### config.mk
export PLATFORM = sky130hd
export DESIGN_NAME = reorder_buffer
export DESIGN_NICKNAME = d
export VERILOG_FILES = /design/src/rtl/reorder_buffer.sv
export SDC_FILE = /design/constraint.sdc
export NUM_CORES = 2
export LEC_CHECK = 0
export CAP_MARGIN = 20
export CORE_MARGIN = 10
export CORE_UTILIZATION = 30
export DETAILED_ROUTE_END_ITERATION = 6
export HOLD_SLACK_MARGIN = 0.12
export PLACE_DENSITY = 0.45
export REMOVE_ABC_BUFFERS = 1
export SYNTH_ARGS = -nofsm -noshare
export SYNTH_HDL_FRONTEND = slang
export SYNTH_SLANG_ARGS = --single-unit
### constraint.sdc
create_clock -name clk -period 15.95 [get_ports clk]
set_input_delay 3.19 -clock clk [delete_from_list [all_inputs] [get_ports clk]]
set_output_delay 3.19 -clock clk [all_outputs]
set_load 0.02 [all_outputs]
### src/rtl/reorder_buffer.sv
// Circular reorder buffer: allocates one entry per issued instruction, gathers
// out-of-order ALU/LSB results and retires strictly in program order.
module reorder_buffer #(
    parameter int ROB_SIZE = 16,
    localparam int PW = $clog2(ROB_SIZE)
) (
    input  logic          clk,
    input  logic          rst,
    input  logic          rdy,
    input  logic          issue_en,
    input  logic [1:0]    issue_type,
    input  logic [4:0]    issue_rd,
    input  logic [31:0]   issue_pc,
    input  logic          issue_pre_j,
    input  logic          issue_ready,
    input  logic [31:0]   issue_val,
    output logic [PW-1:0] rob_pos,
    output logic          rob_full,
    input  logic          alu_en,
    input  logic [PW-1:0] alu_rob_pos,
    input  logic [31:0]   alu_val,
    input  logic          alu_res_j,
    input  logic [31:0]   alu_res_pc,
    input  logic          lsb_en,
    input  logic [PW-1:0] lsb_rob_pos,
    input  logic [31:0]   lsb_val,
    input  logic [PW-1:0] q1_pos,
    output logic          q1_rdy,
    output logic [31:0]   q1_val,
    input  logic [PW-1:0] q2_pos,
    output logic          q2_rdy,
    output logic [31:0]   q2_val,
    output logic          reg_en,
    output logic [4:0]    reg_rd,
    output logic [31:0]   reg_val,
    output logic [PW-1:0] reg_rob_pos,
    output logic          st_commit_en,
    output logic [PW-1:0] st_commit_pos,
    output logic          br_en,
    output logic          br_j,
    output logic [31:0]   br_pc,
    output logic          rollback,
    output logic [31:0]   rollback_pc
);

    localparam logic [1:0]    TYPE_REG  = 2'd0;
    localparam logic [1:0]    TYPE_BR   = 2'd1;
    localparam logic [1:0]    TYPE_ST   = 2'd2;
    localparam logic [1:0]    TYPE_JALR = 2'd3;
    localparam logic [PW-1:0] POS_ONE   = PW'(1);
    localparam logic [PW:0]   CNT_ONE   = (PW+1)'(1);
    localparam logic [PW:0]   FULL_CNT  = (PW+1)'(ROB_SIZE - 1);

    logic [ROB_SIZE-1:0] ent_valid;
    logic [ROB_SIZE-1:0] ent_ready;
    logic [ROB_SIZE-1:0] ent_pre_j;
    logic [ROB_SIZE-1:0] ent_res_j;
    logic [1:0]          ent_type   [ROB_SIZE];
    logic [4:0]          ent_rd     [ROB_SIZE];
    logic [31:0]         ent_pc     [ROB_SIZE];
    logic [31:0]         ent_val    [ROB_SIZE];
    logic [31:0]         ent_res_pc [ROB_SIZE];

    logic [PW-1:0] head;
    logic [PW-1:0] tail;
    logic [PW:0]   count;

    logic          do_commit;
    logic          c_reg_en;
    logic [4:0]    c_reg_rd;
    logic [31:0]   c_reg_val;
    logic [PW-1:0] c_reg_pos;
    logic          c_st_en;
    logic [PW-1:0] c_st_pos;
    logic          c_br_en;
    logic          c_br_j;
    logic [31:0]   c_br_pc;
    logic          c_rb;
    logic [31:0]   c_rb_pc;

    logic alu_hit;
    logic lsb_hit;

    assign rob_pos  = tail;
    assign rob_full = (count >= FULL_CNT);

    // Bus bypass lets the decoder see a result in the same cycle it is broadcast.
    assign q1_rdy = (alu_en && alu_rob_pos == q1_pos) || (lsb_en && lsb_rob_pos == q1_pos)
                    || ent_ready[q1_pos];
    assign q1_val = (alu_en && alu_rob_pos == q1_pos) ? alu_val :
                    (lsb_en && lsb_rob_pos == q1_pos) ? lsb_val : ent_val[q1_pos];
    assign q2_rdy = (alu_en && alu_rob_pos == q2_pos) || (lsb_en && lsb_rob_pos == q2_pos)
                    || ent_ready[q2_pos];
    assign q2_val = (alu_en && alu_rob_pos == q2_pos) ? alu_val :
                    (lsb_en && lsb_rob_pos == q2_pos) ? lsb_val : ent_val[q2_pos];

    assign alu_hit = alu_en && ent_valid[alu_rob_pos];
    assign lsb_hit = lsb_en && ent_valid[lsb_rob_pos];

    always_comb begin
        do_commit = ent_valid[head] && ent_ready[head];
        c_reg_en  = 1'b0;
        c_reg_rd  = '0;
        c_reg_val = '0;
        c_reg_pos = '0;
        c_st_en   = 1'b0;
        c_st_pos  = '0;
        c_br_en   = 1'b0;
        c_br_j    = 1'b0;
        c_br_pc   = '0;
        c_rb      = 1'b0;
        c_rb_pc   = '0;
        if (do_commit) begin
            case (ent_type[head])
                TYPE_REG, TYPE_JALR: begin
                    c_reg_en  = 1'b1;
                    c_reg_rd  = ent_rd[head];
                    c_reg_val = ent_val[head];
                    c_reg_pos = head;
                    if (ent_type[head] == TYPE_JALR) begin
                        c_rb    = 1'b1;
                        c_rb_pc = ent_res_pc[head];
                    end
                end
                TYPE_ST: begin
                    c_st_en  = 1'b1;
                    c_st_pos = head;
                end
                TYPE_BR: begin
                    c_br_en = 1'b1;
                    c_br_j  = ent_res_j[head];
                    c_br_pc = ent_pc[head];
                    // Mispredict: redirect to the path the branch actually took.
                    if (ent_res_j[head] != ent_pre_j[head]) begin
                        c_rb    = 1'b1;
                        c_rb_pc = ent_res_j[head] ? ent_res_pc[head] : ent_pc[head] + 32'd4;
                    end
                end
                default: ;
            endcase
        end
    end

    // Control state and commit pulses.
    always_ff @(posedge clk) begin
        if (rst) begin
            head          <= '0;
            tail          <= '0;
            count         <= '0;
            ent_valid     <= '0;
            ent_ready     <= '0;
            reg_en        <= 1'b0;
            reg_rd        <= '0;
            reg_val       <= '0;
            reg_rob_pos   <= '0;
            st_commit_en  <= 1'b0;
            st_commit_pos <= '0;
            br_en         <= 1'b0;
            br_j          <= 1'b0;
            br_pc         <= '0;
            rollback      <= 1'b0;
            rollback_pc   <= '0;
        end else if (rdy) begin
            reg_en        <= c_reg_en;
            reg_rd        <= c_reg_rd;
            reg_val       <= c_reg_val;
            reg_rob_pos   <= c_reg_pos;
            st_commit_en  <= c_st_en;
            st_commit_pos <= c_st_pos;
            br_en         <= c_br_en;
            br_j          <= c_br_j;
            br_pc         <= c_br_pc;
            rollback      <= c_rb;
            rollback_pc   <= c_rb_pc;
            if (c_rb) begin
                head      <= '0;
                tail      <= '0;
                count     <= '0;
                ent_valid <= '0;
            end else begin
                if (issue_en) begin
                    ent_valid[tail] <= 1'b1;
                    ent_ready[tail] <= issue_ready;
                    tail            <= tail + POS_ONE;
                end
                if (alu_hit) ent_ready[alu_rob_pos] <= 1'b1;
                if (lsb_hit) ent_ready[lsb_rob_pos] <= 1'b1;
                if (do_commit) begin
                    ent_valid[head] <= 1'b0;
                    head            <= head + POS_ONE;
                end
                case ({issue_en, do_commit})
                    2'b10:   count <= count + CNT_ONE;
                    2'b01:   count <= count - CNT_ONE;
                    default: ;
                endcase
            end
        end
    end

    // Entry payload; validity is tracked by the control block above.
    always_ff @(posedge clk) begin
        if (rdy) begin
            if (issue_en) begin
                ent_type[tail]  <= issue_type;
                ent_rd[tail]    <= issue_rd;
                ent_pc[tail]    <= issue_pc;
                ent_pre_j[tail] <= issue_pre_j;
                ent_val[tail]   <= issue_val;
            end
            if (alu_hit) begin
                ent_val[alu_rob_pos]    <= alu_val;
                ent_res_j[alu_rob_pos]  <= alu_res_j;
                ent_res_pc[alu_rob_pos] <= alu_res_pc;
            end
            if (lsb_hit) ent_val[lsb_rob_pos] <= lsb_val;
        end
    end

endmodule

# Word-level counts from Yosys, hierarchy flattened
# Memories as Yosys holds them, arrays and structs flattened. A register that Yosys moved wholly into a read port is not among the register bits.
# Index checks and enable logic that the tools add are counted.
[word_totals]
register_bits = 191
mem_bits_rw = 1648
wordCells = 179
memories = 5
[op_classes]
n_addsub = 5
magnitude_cmp = 11
eq_ne = 10
n_mux = 98
bitwise = 6
n_reduce_logical = 26
[mem_list]
columns = ["name", "words", "width", "read_ports", "rd_ports_with_merged_regs", "write_ports", "line", "text"]
rows = [
  ["ent_pc", 16, 32, 1, 1, 1, "60", "logic [31:0] ent_pc [ROB_SIZE];"],
  ["ent_res_pc", 16, 32, 1, 1, 1, "62", "logic [31:0] ent_res_pc [ROB_SIZE];"],
  ["ent_val", 16, 32, 3, 1, 3, "61", "logic [31:0] ent_val [ROB_SIZE];"],
  ["ent_rd", 16, 5, 1, 1, 1, "59", "logic [4:0] ent_rd [ROB_SIZE];"],
  ["ent_type", 16, 2, 1, 1, 1, "58", "logic [1:0] ent_type [ROB_SIZE];"],
]
[ops]
columns = ["cell", "count"]
rows = [
  ["2-to-1 mux 32 bit", 12],
  ["2-to-1 mux 16 bit", 15],
  ["2-to-1 mux 4 bit", 18],
  ["one-hot mux 32 bit (2 select lines)", 1],
  ["bitwise mux 16 bit", 3],
  ["bitwise OR 16 bit", 3],
  ["adder 32 x 3 -> 32 bit (second input constant)", 1],
  ["binary-select mux 1 bit (select 4 bit)", 8],
  ["2-to-1 mux 1 bit", 32],
  ["< comparator 4 x 5 -> 1 bit (second input constant)", 6],
  ["bitwise AND 16 bit", 1],
  ["demux 1 bit (select 4 bit)", 4],
  ["== test 4 bit", 4],
  ["greater-or-equal comparator 4 x 1 -> 1 bit (second input constant)", 4],
  ["NOT 16 bit", 1],
  ["2-to-1 mux 5 bit", 3],
  ["AND reduction 2 bit", 6],
  ["logical AND 1 bit", 11],
  ["one-hot mux 5 bit (2 select lines)", 1],
  ["adder 4 x 1 -> 4 bit (second input constant)", 2],
  ["== test 2 bit (second input constant)", 3],
  ["adder 5 x 1 -> 5 bit (second input constant)", 1],
  ["greater-or-equal comparator 5 x 4 -> 1 bit (second input constant)", 1],
  ["subtractor 5 x 1 -> 5 bit (second input constant)", 1],
  ["other kinds (9)", 14],
]

# Logic depth before layout (Yosys ltp)
[logic_depth]
depth_word = 16
depth_mapped = 13
depth_no_buf = 11

# Worst setup path before layout
# No wires, ideal clock.
[synth_path]
path_kind = "in2out"
from = "in q1_pos[0]"
to = "out q1_val[11]"
arrival_time_ns = 6.040
path_slack_ns = 6.720
cell_stages = 8
path_buffers = 4
cell_sequence = "clkbuf_1 clkbuf_1 buf_1 xor2_1 nor4_1 buf_2 mux2i_1 o21ai_0"
[synth_via]
elab_chain_cells = 4
[synth_rtl]
columns = ["item", "line", "text"]
rows = [
  ["from (decl)", "27", "input logic [PW-1:0] q1_pos,"],
  ["parallel branches: the longest is 3 deep, another holds memory read (16 x 32 bit)", "--", ""],
  ["2-to-1 mux 32 bit *", "90", "assign q1_val = (alu_en && alu_rob_pos == q1_pos) ? alu_val :"],
  ["to (decl)", "29", "output logic [31:0] q1_val,"],
]
# Every way passes the cells marked *.

# Worst setup path in the final report
[layout_path]
from = "in q2_pos[1]"
to = "out q2_val[8]"
[layout_via]
elab_chain_cells = 4
[layout_rtl]
columns = ["item", "line", "text"]
rows = [
  ["from (decl)", "30", "input logic [PW-1:0] q2_pos,"],
  ["parallel branches: the longest is 3 deep, another holds memory read (16 x 32 bit)", "--", ""],
  ["2-to-1 mux 32 bit *", "94", "assign q2_val = (alu_en && alu_rob_pos == q2_pos) ? alu_val :"],
  ["to (decl)", "32", "output logic [31:0] q2_val,"],
]
# Marked as above.

==> impl_summary.txt <==
----------------------------------------------------
[Clocking]
  Number of instances resized during post-cts repair ... 0
  H-tree lvl count ... 4
  # hold bufs at CTS ... 0
  Clock root buffer master ... clkbuf_16
  Sinks on Clock Net ... 1843
  Post-CTS setup buffers ... 0
  Clk slew on worst S/H paths ... 60 ps
  CTS tree ... done
  Source-to-sink clock delay at the later pin of the worst-skew pair ... 930 ps
  Maximum clock path buffer count ... 4
  TritonCTS buffer count ... 212

[Global route]
  First-pass GRT wire length ... 488 mm
  Initial antenna violation count ... 69
  Maximum number of pins on one net before global-route repair ... 104
  Total congestion overflow ... 0
  Via count of the first global-routing pass ... 58.7k
  Overall global routing resource usage ... 20.7%

[Routing]
  Initial DRC Count ... 6689
  Number of vias after detailed routing ... 58.0k
  Number of nets with antenna violations after routing ... 0
  Drt drc ... 2
  Total iterations of the first detailed-routing run ... 7
  Average vias per placed instance ... 5.59
  Average wire per standard cell ... 34.0 um
  DRT Wirelength ... 353 mm

[Floorplanning]
  Die area ... 329000 um2
  Y dimension of the die ... 574 um
  Area of the placeable core ... 306000 um2
  Die Wd ... 574 um
  Number of placement rows ... 203
  Top-level I/O count ... 377
  Starting density of the core ... 30.1%

[Run status]
  Run status ... finished with violations
  Violations in the final reports ... DRC

[Yosys]
  Synthesized instance count ... 5986
  Yosys warnings ... 0
  Average instance area after synthesis ... 15.4 um2
  Cell types occupying the most area after synthesis ... edfxtp_1 (55%), mux4_2 (19%), mux2i_1 (6.7%), dfxtp_1 (3.5%), o21ai_0 (3.5%)
  Commonest cells in the synthesized netlist ... edfxtp_1 (1680), mux4_2 (767), nand2_1 (652)
  Yosys top cell by area ... edfxtp_1
  Sequential share of the synthesized area ... 58.4%
  Area share of the largest cell type after synthesis ... 54.9%
  Most common flop cell mapped by yosys ... edfxtp_1
  Most common cell in the netlist ... edfxtp_1
  Async set-reset flop share out of synthesis ... 0%
  Synthesized area ... 91900 um2
  Number of distinct library cell variants in the gate-level netlist after synthesis ... 73
  Count of flip-flops with a built-in enable after synthesis ... 1680
  Synthesis-stage register bit count ... 1843

[Power]
  Combinational share of power ... 7.1%
  Cell leakage power ... 35.2 nW
  Power per cell area ... 103 nW/um2
  Switch share ... 22.9%
  Part of the total power dissipated in the clock network ... 44.5%
  Fraction of power consumed by sequential logic ... 48.4%
  Worst vdd ir ... 0.0912 mV
  Psw ... 0.00252 W
  Power Internal ... 0.00846 W

[STA]
  Total setup violations reported at the end of the flow ... 0
  Tightest slew margin relative to the limit ... 24.0%
  Final Hold Fails ... 0
  RSZ-0062 raised after global routing ... no
  Slew @ Worst Pin ... 1140 ps
  Portion of the clock cycle consumed by the worst path in the final layout ... 65.8%
  Maximum operating frequency ... 95.4 MHz
  Setup TNS ... 0 ps
  Time the final worst path needs with I/O delays and setup ... 10490 ps
  Pins over their slew limit ... 0
  Final worst-path setup slack ... 5460 ps
  Clock tree skew after final layout ... 108 ps

[Critical path]
  CP Data Arrival Time ... 7300 ps
  Crit path from ... q2_pos[1]
  Worst setup path class ... primary input to output pin
  FF-to-FF setup slack ... 10110 ps
  Crit end category ... output pin
  FF-to-FF path depth ... 10
  Worst Setup Start Kind ... primary input
  Worst EP required ... 12760 ps
  Maximum net fanout on the critical path ... 63
  Endpoint of the most critical setup path ... q2_val[8]
  Worst flop-to-flop path endpoint ... rollback_pc[23]

[Hold path]
  Critical hold path startpoint ... br_en
  Tightest Hold Check Type ... flop to flop

[Job]
  Number of violations of the max-capacitance limit ... 0

[Place]
  Number of buffer cells added on primary ports ... 376
  Placed Instance Area ... 99600 um2
  Dpl hpwl ... 203 mm
  Count of placed standard cells including taps ... 9983
  Pre-CTS WS ... 5480 ps
  Global placer's final weighted congestion ... 0.838

[Finish]
  Non-Filler Instances ... 10.4k
  Share of post-route cells with drive strength above 1 ... 21.4%
  FILL cells ... 29.0k
  P&R area growth vs syn ... 15.9%
  Post-layout nets ... 6308
  Share of the core filled with cells ... 34.9%
  Final instance area ... 107000 um2

----------------------------------------------------
## power by group through the flow
stage          Clock (W)  Combinational (W)  Sequential, W
6_report         0.00488           0.000783        0.00531
3_3_place_gp           0           0.000776        0.00541
5_1_grt          0.00518           0.000838        0.00531
2_1_floorplan          0           0.000405        0.00542
3_5_place_dp           0           0.000787        0.00541
4_1_cts          0.00501           0.000790        0.00531
## cell families (layout without fill, tap and decap cells)
group                    Yosys count  after routing  synth area share [%]
buffers and inverters            672            950                  3.18
other                              0             18                     0
adder cells (fa/ha/maj)           18             18                 0.253
AO/OA/AOI/OAI                    938            938                  5.78
flip-flops                      1843           1843                  58.4
multiplexers                    1445           1445                  27.2
AND/OR/NAND/NOR                 1026           1026                  4.77
XOR/XNOR                          44             44                 0.419
## sequential cells by signal, indices dropped and copies added (netlist names), 5 cells and up, named ones only
| name | cells |
|---|---|
| ent_pc | 512 |
| ent_res_pc | 512 |
| ent_val | 512 |
| ent_rd | 80 |
| br_pc | 32 |
| ent_type | 32 |
| reg_val | 32 |
| rollback_pc | 32 |
| ent_pre_j | 16 |
| ent_ready | 16 |
| ent_res_j | 16 |
| ent_valid | 16 |
| count | 5 |
| reg_rd | 5 |
## layout by cell type, fill, tap and decap left out, types with 23 or more instances in the layout
cell type / count
edfxtp_1: 1680
mux4_2: 767
nand2_1: 652
o21ai_0: 643
mux2i_1: 617
clkdlybuf4s50_1: 366
clkbuf_16: 216
dfxtp_1: 160
buf_4: 150
nor2_1: 135
a22oi_1: 112
a21oi_1: 70
mux4_1: 55
clkbuf_1: 53
nor2b_1: 37
nand3_1: 32
clkinv_1: 29
clkinv_2: 29
xnor2_1: 26
inv_1: 23
## worst min-delay path by stage
stage,endpoint,depth (start not counted)
5_1_grt,br_en,2
3_5_place_dp,rollback_pc[17],2
3_3_place_gp,rollback_pc[17],2
4_1_cts,br_en,2
2_1_floorplan,count[4],2
6_report,br_en,2
## final cells by class
class / instances / area [um2] / share of cell area, %
clock buffers: 290 / 5890 / 5.53
flip-flops and latches: 1843 / 53700 / 50.4
diodes: 18 / 45.0 / 0.0423
repair buffers: 529 / 4970 / 4.66
multi-input cells: 3471 / 35700 / 33.5
inverters: 41 / 166 / 0.156
clock inverters: 90 / 945 / 0.887
well taps: 4100 / 5130 / 4.81
## critical path, cell delays in order
cell and delay, ps:
buf_6 200, buf_4 860, buf_4 920, mux4_2 420
mux4_2 470, mux2i_1 140, o21ai_0 250, clkdlybuf4s50_1 650
## per-stage QoR
step	power [W]	hold slack [ps]
after floorplan	0.00583	469
after global placement	0.00619	462
after detailed placement	0.00620	465
after CTS	0.0111	477
after global routing	0.0113	512
final	0.0110	476
## layer usage
layer | up-vias | wire length, um | global-route usage, %
li1 | 24100 | - | -
met2 | 2290 | 166000 | 33.4
met5 | - | 284 | 0
met4 | 44 | 13800 | 7.49
met3 | 654 | 23700 | 3.81
met1 | 30900 | 149000 | 27.9
No activity file was read; power rests on OpenSTA's default activity.
